[src/rtl/adder_acc_32bit.sv]
// adder_acc_32bit: packet accumulator behind the 32-bit adder datapath.
// It sums the words of each packet modulo 2^WIDTH and counts them, saturating
// the count. It also records whether any carry out of the top bit occurred.
// One result per packet is held on a valid/ready output until it is taken.
module adder_acc_32bit #(
  parameter int WIDTH = 32,
  parameter int CNT_W = 8
) (
  input  logic             clk,
  input  logic             rst,
  input  logic             in_valid,
  output logic             in_ready,
  input  logic [WIDTH-1:0] in_data,
  input  logic             in_last,
  output logic             out_valid,
  input  logic             out_ready,
  output logic [WIDTH-1:0] out_sum,
  output logic [CNT_W-1:0] out_count,
  output logic             out_ovf
);

  typedef enum logic [1:0] {
    IDLE  = 2'd0,
    ACCUM = 2'd1,
    HOLD  = 2'd2
  } state_t;

  state_t             state_q, state_d;
  logic [WIDTH-1:0]   acc_q, acc_d;
  logic [CNT_W-1:0]   cnt_q, cnt_d;
  logic               ovf_q, ovf_d;
  logic [WIDTH-1:0]   out_sum_q, out_sum_d;
  logic [CNT_W-1:0]   out_count_q, out_count_d;
  logic               out_ovf_q, out_ovf_d;

  logic               in_fire;
  logic               out_fire;
  logic [WIDTH:0]     sum_ext;
  logic [CNT_W-1:0]   cnt_inc;

  // Ready/valid are pure decodes of the state register, so there is no
  // combinational path from out_ready back to in_ready.
  assign in_ready  = (state_q != HOLD);
  assign out_valid = (state_q == HOLD);
  assign in_fire   = in_valid && in_ready;
  assign out_fire  = out_valid && out_ready;

  // The extra top bit captures the carry out of the WIDTH-bit sum.
  assign sum_ext = {1'b0, acc_q} + {1'b0, in_data};
  assign cnt_inc = (&cnt_q) ? cnt_q : cnt_q + CNT_W'(1);

  assign out_sum   = out_sum_q;
  assign out_count = out_count_q;
  assign out_ovf   = out_ovf_q;

  // Next-state, accumulator update and result capture on the last word.
  always_comb begin
    // NOTE: every target gets a default first so no path leaves it unassigned; otherwise a latch is inferred.
    state_d     = state_q;
    acc_d       = acc_q;
    cnt_d       = cnt_q;
    ovf_d       = ovf_q;
    out_sum_d   = out_sum_q;
    out_count_d = out_count_q;
    out_ovf_d   = out_ovf_q;

    unique case (state_q)
      IDLE: begin
        if (in_fire) begin
          acc_d = in_data;
          cnt_d = CNT_W'(1);
          ovf_d = 1'b0;
          if (in_last) begin
            state_d     = HOLD;
            out_sum_d   = in_data;
            out_count_d = CNT_W'(1);
            out_ovf_d   = 1'b0;
          end else begin
            state_d = ACCUM;
          end
        end
      end
      ACCUM: begin
        if (in_fire) begin
          acc_d = sum_ext[WIDTH-1:0];
          ovf_d = ovf_q | sum_ext[WIDTH];
          cnt_d = cnt_inc;
          if (in_last) begin
            state_d     = HOLD;
            out_sum_d   = sum_ext[WIDTH-1:0];
            out_count_d = cnt_inc;
            out_ovf_d   = ovf_q | sum_ext[WIDTH];
          end
        end
      end
      HOLD: begin
        if (out_fire) state_d = IDLE;
      end
      default: state_d = IDLE;
    endcase
  end

  // State and result registers; synchronous reset discards any partial packet.
  always_ff @(posedge clk) begin
    // NOTE: sequential state uses non-blocking assignments so every register samples pre-edge values.
    if (rst) begin
      state_q     <= IDLE;
      acc_q       <= '0;
      cnt_q       <= '0;
      ovf_q       <= 1'b0;
      out_sum_q   <= '0;
      out_count_q <= '0;
      out_ovf_q   <= 1'b0;
    end else begin
      state_q     <= state_d;
      acc_q       <= acc_d;
      cnt_q       <= cnt_d;
      ovf_q       <= ovf_d;
      out_sum_q   <= out_sum_d;
      out_count_q <= out_count_d;
      out_ovf_q   <= out_ovf_d;
    end
  end

endmodule

[config.mk]
export PLATFORM = sky130hd
export DESIGN_NAME = adder_acc_32bit
export DESIGN_NICKNAME = d
export VERILOG_FILES = /design/src/rtl/adder_acc_32bit.sv
export SDC_FILE = /design/constraint.sdc
export NUM_CORES = 1
export LEC_CHECK = 0
export CAP_MARGIN = 40
export CORE_ASPECT_RATIO = 1.75
export CORE_MARGIN = 4
export CORE_UTILIZATION = 55
export DETAILED_ROUTE_END_ITERATION = 6
export GPL_TIMING_DRIVEN = 0
export PLACE_DENSITY = 0.91
export SYNTH_ARGS = -nofsm -noshare
export SYNTH_HDL_FRONTEND = slang
export SYNTH_SLANG_ARGS = --single-unit
[constraint.sdc]
create_clock -name clk -period 3.6 [get_ports clk]
set_clock_uncertainty 0.1 [all_clocks]
set_input_delay 0.54 -clock clk [delete_from_list [all_inputs] [get_ports clk]]
set_output_delay 0.54 -clock clk [all_outputs]
set_load 0.02 [all_outputs]
=== Yosys cells after proc, flatten, opt, wreduce, memory -nomap -nowiden ===
Index checks and enable logic that the tools add are counted.

* Input bits: 37
* Word-level logic and storage cells: 57
* Register bits after elaboration: 84

* Bitwise gates (word level): 1
* Reduce and logical (&&, ||, !) cells: 8
* Mux-type cells: 31
* Equal/unequal tests: 8
* Add/sub/neg operators: 2

{| class="wikitable"
|+ Operators with widths
! kind !! count
|-
| $mux W32 || 6
|-
| $pmux W32 S2 || 2
|-
| $mux W8 || 7
|-
| $add A32 B32 Y33 || 1
|-
| $pmux W8 S2 || 2
|-
| $mux W2 || 5
|-
| $ne A2 B2 Y1 const B || 5
|-
| $add A8 B1 Y8 const B || 1
|-
| $reduce_and A8 Y1 || 1
|-
| $mux W1 || 6
|-
| $pmux W2 S3 || 1
|-
| $reduce_and A5 Y1 || 1
|-
| $pmux W1 S2 || 2
|-
| $reduce_and A4 Y1 || 1
|-
| $reduce_and A3 Y1 || 1
|-
| $eq A2 B1 Y1 const B || 1
|-
| $eq A2 B2 Y1 const B || 1
|-
| $logic_and A1 B1 Y1 || 2
|-
| $logic_not A2 Y1 || 1
|-
| $ne A2 B1 Y1 const B || 1
|-
| $reduce_bool A2 Y1 || 1
|-
| $or A1 B1 Y1 || 1
|}

=== Longest topological paths before layout ===
Gate-level depths: netlist of the first run.

* Depth in word-level cells: 5
* Depth in mapped cells: 10
* Gate-level depth less buffers: 10

=== Worst setup path before layout of the first run ===
Ideal clock, no wire load.

* Kind: input to register
* From: in in_data[0]
* To: reg acc_q[24]
* Path slack: 0.660 ns
* Cell stages on the path: 10
* Arrival time: 2.709 ns
* Required time: 3.368 ns
* Buffers on the path: 0
* Cell sequence: ha_1 fa_1 a211oi_2 o211ai_1 a21oi_1 o31ai_2 a41o_1 or3_1 a211oi_1 nor3_1

* Word-level cells in the longest chain between the ends: 3

{| class="wikitable"
|+ RTL lines
! item !! line !! RTL
|-
| from (decl) || 13 || <nowiki>input logic [WIDTH-1:0] in_data,</nowiki>
|-
| $add A32 B32 Y33 || 49 || <nowiki>assign sum_ext = {1'b0, acc_q} + {1'b0, in_data};</nowiki>
|-
| $mux W32 || 84 || <nowiki>if (in_fire) begin</nowiki>
|-
| $pmux W32 S2 || 67 || <nowiki>unique case (state_q)</nowiki>
|-
| to (signal assigned) || 108 || <nowiki>acc_q <= '0;</nowiki>
|-
| to (signal assigned) || 116 || <nowiki>acc_q <= acc_d;</nowiki>
|-
| to (decl) || 29 || <nowiki>logic [WIDTH-1:0] acc_q, acc_d;</nowiki>
|}

No other way between the ends. The select of a mux whose other input is x is not followed.
A chain may end at the register's enable or synchronous reset.

=== Final worst setup path of the first run ===
Ends and elaborated chain as after synthesis.

==> metrics, run 1 <==
IO Port Bufs=79; routed vias/inst=6.38; Crit path arrival time=3.61 ns; gr ovfl total=0; Post-Syn Area per Cell=7.87 sq um; Placed Area=6210 sq um; first-pass GRT wire length=27000 microns; crit path capture=acc_q[24]; post-synthesis sequential area ratio=31.9%; largest family of logic cells by synthesized area=compound AO/OA/AOI/OAI gates; vias in the first global route=5687; TritonCTS buffer count=9; # diodes=0; clk sink count=84; Critical path origin=in_data[0]; Max Clk Rate=286 MHz; WL per Instance=19.3 microns; Slew @ Worst Pin=0.825 ns; Req. time, crit path=3.71 ns; multi-input logic area=3400 sq um; Yosys cell types=64; Final Setup Violations=0; Reg-to-Reg Start=acc_q[0]; Root Buffer=clkbuf_16; Worst VDD drop=0.333 mV; hold_sp=out_count[5]; IO Pins=80; minimum clock period=3.49 ns; initial antenna violation count=0; Register Area=1680 sq um; # hold bufs at CTS=0; fin crit share=97.0%; Setup Buffers After CTS=0; Synth async-reset ratio=0%; crit end category=flop; Lkg Pwr=2.48 nW; initial DRC count=330; Hold Crit Class=flop to flop; largest net degree at the start of global routing=18; worst skew pair latency=0.35 ns; Max Cap Violations=0; Final GP Congestion=0.960; fraction of synthesized area in multiplexers=2.28%; fin area=6540 sq um; drt total wl=17100 microns; Die Span Y=137 microns; Tot GR Track Use=31.2%; Yosys top cell by area=dfxtp_1; CP startpoint kind=primary input; final hold vios=0; DIE AREA=11300 sq um; width of the chip=82.0 microns; Seq cells post-synth=84; Area Overhead vs Synth=24.0%; Compound-Gate Fraction of Synth Area=28.4%; area share of the leading cell type in the synthesized netlist=31.9%; Nets=831; slew margin rel.=44.4%; Syn Std Cell Area=5270 sq um; FP Rows=47; CTS Buffer Depth=2; Final Max Slew Viols=0; reg2reg end=acc_q[24]; Layout fillers=767; flop-to-flop setup slack=0.46 ns; critical path type=primary input to flop; post-synthesis cell count=670; antenna-violating nets left=0; CORE AREA=9410 sq um; RSZ-0062 raised after global routing=false; Hold Slack=0.358 ns; Clock Pin Slew Worst Setup and Hold Paths=0.07 ns; share of cells above drive strength 1=5.88%; top post-synthesis cells by area=dfxtp_1 (32%), a211oi_1 (8.0%), nor2_1 (7.9%), ha_1 (7.8%), a21oi_1 (6.5%); reg2reg path depth=10; DP Wirelength=12800 microns; XOR/XNOR Fraction of Synth Area=3.82%; H-Tree Depth=3; synthesis warning total=0; EDFF count, synth=0; CP Max Fanout=3; Via Count=5663; status=finished, final reports clean; Starting Density=56.0%; adder-cell area share of the yosys netlist=8.21%; ys flop type=dfxtp_1; CTS tree=yes; Post-Synth Simple-Gate Area=21.6%; Synthesized Nets=741; PD cells=438 nW/um^2; DRC violations left=0; First-pass DRT Iterations=7
logic make-up (layout without fill, tap and decap cells):
kind of cell / Yosys count / in the layout
compound gates: 216 / 216
fa+ha+maj: 34 / 34
xor+xnor: 23 / 23
mux: 12 / 12
buf+inv: 48 / 143
flops: 84 / 84
simple gates: 253 / 253
through the flow:
stage | TNS (ns) | util (%) | std cells | worst slack (ns) | power, mW
after floorplan | 0 | - | 670 | 0.660 | 1.59
after global placement | -0.821 | 66.0 | 871 | -0.360 | 1.82
after detailed placement | -0.981 | 66.0 | 871 | -0.413 | 1.85
after CTS | 0 | 69.4 | 887 | 0.113 | 2.84
after global routing | 0 | 69.5 | 887 | 0.0282 | 2.97
final | 0 | 69.5 | 887 | 0.109 | 2.86
layout by cell type (no fill, tap or decap), types with 15 or more instances in the layout:
master and instances:
dfxtp_1 84, o21ai_0 19, clkdlybuf4s50_1 79, nor2_1 111, nand2_1 67, a21oi_1 68
xnor2_1 15, a211oi_1 56, clkbuf_1 38, ha_1 33
Yosys cell counts, types with 3 or more instances:
library cell  number
nor2_1           111
dfxtp_1           84
a21oi_1           68
nand2_1           67
a211oi_1          56
clkbuf_1          38
ha_1              33
o21ai_0           19
nor3_1            15
xnor2_1           15
nand3_1           13
mux2i_1           12
a21o_1            10
xor2_1             8
a311oi_1           7
nand4_1            7
a31oi_1            6
nand2b_1           6
and2_1             5
o21a_1             5
o21ai_1            5
and3_1             4
buf_2              4
nor2b_1            4
o211ai_1           4
a211oi_2           3
and4_1             3
inv_1              3
nor3b_1            3
o211a_1            3
or2_2              3
registers in the layout, summed over array words and instances, names as in the netlist:
name,count
acc_q,32
out_ovf,1
cnt_q,8
ovf_q,1
out_count,8
out_sum,32
state_q,2
report_power, final:
| group | internal (mW) | switching [mW] |
|---|---|---|
| clock network | 0.558 | 0.446 |
| logic | 0.330 | 0.495 |
| registers | 0.992 | 0.0386 |
| total | 1.88 | 0.979 |
repair_timing:
action                                  4_1_cts  5_1_grt
endpoints found under the setup margin        2        2
hold endpoints to repair                      0        0
gates resized for setup                       1        1
routing by layer:
metal / global-route usage (%) / share of wire [%]
met2: 56.3 / 53
met1: 32.9 / 36
met3: 5.37 / 5.8
met4: 18.5 / 5.3
met5: 0 / 0
critical path, stage by stage:
cell             delay, ns
clkdlybuf4s50_1       0.45
ha_1                  0.25
fa_1                  0.45
a211oi_2              0.29
o211ai_1              0.16
a21oi_1               0.37
o31ai_2               0.18
a41o_1                0.29
or3_1                 0.32
a211oi_1              0.21
nor3_1                0.08
final cells by class:
type / count / area share [%]
plain buffers: 45 / 2.89
clock buffers: 9 / 3.45
clock inverters: 7 / 1.36
inverters: 3 / 0.172
multi-input cells: 538 / 52.0
flip-flops and latches: 84 / 25.7
well taps: 122 / 2.34
repair buffers: 79 / 12.1
worst min-delay path by stage:
stage,endpoint,slack (ns),cells past startpoint
finish,out_count[5],0.36,2
global route,out_sum[2],0.39,2
CTS,out_count[1],0.36,2
detailed placement,out_sum[14],0.35,2
global placement,out_count[2],0.35,2
floorplan,acc_q[14],0.34,2
Power figures use the tool's default switching activity.
==> inputs of run 2 (changes only) <==
- CAP_MARGIN: 40 -> not set
==> results of run 2 <==
Same layout as run 1: the final DEF is identical, and so are final timing and power.
==> inputs of run 3 (changes only) <==
- CORE_ASPECT_RATIO: 1.75 -> 0.5
==> run 3 against run 2 <==
Die area is 0.30% higher. Global-route usage is 2.8 points lower. Setup slack better by 0.050 ns. Non-clock buffer count stayed put. Design area is 0.61% lower. Sequential power hardly changed. Clock-buffer cell count is 2 higher. Critical endpoint is now out_sum[28].
==> metrics, run 3 (synthesis results as in run 1) <==
status=finished, final reports clean; switching share of power=32.8% (-1.4 points); P_int=1.86 mW (-1.3%); Crit path arrival time=3.53 ns (-0.08 ns); critical path, cell by cell=clkdlybuf4s50_1, ha_1, fa_1, a211oi_2, o211ai_1, a21boi_1, a211oi_2, o221ai_2, nor4_1, nor3_1, a211oi_1; gr ovfl total=0 (unchanged); fin crit share=95.6% (-1.4 points); CTS Buffer Depth=2 (unchanged); Switching Power=906 uW (-7.5%); clock share of power=33.2% (-1.9 points); Register Area=1680 sq um (unchanged); Reg-to-Reg Start=acc_q[0]; most frequent cells in the layout=nor2_1 (111), dfxtp_1 (84), clkdlybuf4s50_1 (79), a21oi_1 (67), nand2_1 (67); IO Pins=80 (unchanged); multi-input logic area=3390 sq um (-0.15%); Final GP Congestion=0.994 (+3.6%); CP startpoint kind=primary input; FP Rows=24 (-49%); TritonCTS buffer count=9 (unchanged); initial antenna violation count=0 (unchanged); Via Count=5612 (-0.90%); final hold vios=0 (unchanged); Tot GR Track Use=28.5% (-2.8 points); largest net degree at the start of global routing=14 (-4); DRC violations left=0 (unchanged); Clock Pin Slew Worst Setup and Hold Paths=0.06 ns (about the same); clk sink count=84 (unchanged); IO Port Bufs=79 (unchanged); width of the chip=146 microns (+79%); PD cells=425 nW/um^2 (-2.8%); DP Wirelength=11900 microns (-6.8%); drt total wl=16400 microns (-4.2%); Worst path slowest cell=fa_1; Req. time, crit path=3.69 ns (-0.02 ns); Root Buffer=clkbuf_16; RSZ-0062 raised after global routing=false; H-Tree Depth=3 (unchanged); # diodes=0 (unchanged); Die Span Y=77.2 microns (-44%); CP Max Fanout=5 (+2); Max Clk Rate=291 MHz (+1.4%); Non-Filler Instances=882 (-0.56%); minimum clock period=3.44 ns (-0.0495 ns); flop-to-flop setup slack=0.51 ns (+0.05 ns); Slowest Stage Delay on Critical Path=0.44 ns (about the same); combinational power share=29.5% (+0.7 points); CORE AREA=9010 sq um (-4.3%); Slew @ Worst Pin=0.760 ns (-0.0653 ns); worst skew pair latency=0.35 ns (about the same); Starting Density=58.5% (+2.5 points); Setup Buffers After CTS=0 (unchanged); hold_sp=out_sum[2]; Post-Place Cells=866 (-0.57%); Area Overhead vs Synth=23.3%; Max Cap Violations=0 (unchanged); Lkg Pwr=2.46 nW (-0.64%); PostCTS Resize Cnt=0 (-1); Hold Crit Class=flop to flop; routed vias/inst=6.36 (-0.34%); # hold bufs at CTS=0 (unchanged); Post-Route Setup TNS=0 ns (unchanged); Buf/Inv on CP=1 (unchanged); most frequent CP cell=a211oi_2; DIE AREA=11300 sq um (+0.30%); CTS tree=yes; critical path type=primary input to flop; WL per Instance=18.6 microns (-3.7%); Top Family by Delay on Critical Path=compound AO/OA/AOI/OAI gates; vias in the first global route=5117 (-10%); most common cell after layout, fill and taps aside=nor2_1; First-pass DRT Iterations=6 (-1); sequential power share=37.3% (+1.2 points); antenna-violating nets left=0 (unchanged); Critical path origin=in_data[0]; Worst VDD drop=0.235 mV (-30%); Final Max Slew Viols=0 (unchanged); initial DRC count=562 (+70%); first-pass GRT wire length=26200 microns (-3.1%); crit end category=flop; Layout fillers=726 (-5.3%); slew margin rel.=49.3% (+4.9 points); Nets=831 (unchanged); share of cells above drive strength 1=5.49% (-0.39 points); Final Setup Violations=0 (unchanged)
[run 3: changes by cell type in the layout (fill, tap and decap cells not counted), sizes merged]
cell	delta
clkbuf	+2
clkinv	+3
inv	-5
[run 3: power by group through the flow]
stage               logic [mW]  registers [mW]  clock network (mW)
CTS                      0.797            1.03               0.918
floorplan                0.512            1.08                   0
global placement         0.769            1.05                   0
detailed placement       0.787            1.05                   0
global route             0.883            1.04               0.967
finish                   0.814            1.03               0.918
[run 3: worst min-delay path: cells and delay by family (launching register included)]
| family | cells | cell delay, ns |
|---|---|---|
| and+or+nand+nor | 1 | 0.05 |
| AOI/OAI and AO/OA | 1 | 0.05 |
| DFF | 1 | 0.31 |
[run 3: worst paths after layout]
check | cells past startpoint | to
worst min register to register | 2 | out_sum[2]
worst max register to register | 10 | out_sum[28]
worst min-delay path | 2 | out_sum[2]
worst max-delay path | 11 | out_sum[28]
[run 3: cell type report]
type | count | area share (%)
multi-input combinational | 538 | 52.2
sequential | 84 | 25.9
timing repair buffer | 79 | 12.2
clock buffer | 11 | 3.58
buffer | 45 | 2.91
tap | 117 | 2.25
clock inverter | 5 | 0.809
inverter | 3 | 0.173
[run 3: routing by layer]
metal / wire length, microns / global-route usage, % / up-vias / part of all wire (%)
met1: 7200 / 39.7 / 2640 / 44
met5: 0 / 0 / - / 0
met3: 1620 / 6.83 / 48 / 9.9
met4: 395 / 9.01 / 0 / 2.4
met2: 7200 / 43.5 / 296 / 44
li1: - / - / 2628 / -
[run 3: metrics by stage]
| stage | util [%] | cell area [sq um] | setup slack [ns] | hold slack, ns | total power [mW] |
|---|---|---|---|---|---|
| 6_report | 72.1 | 6500 | 0.158 | 0.357 | 2.76 |
| 2_1_floorplan | - | 5270 | 0.660 | 0.340 | 1.59 |
| 3_3_place_gp | 68.9 | 6210 | -0.154 | 0.344 | 1.82 |
| 5_1_grt | 72.1 | 6500 | 0.0646 | 0.383 | 2.89 |
| 4_1_cts | 72.1 | 6490 | 0.187 | 0.360 | 2.74 |
| 3_5_place_dp | 68.9 | 6210 | -0.151 | 0.353 | 1.84 |
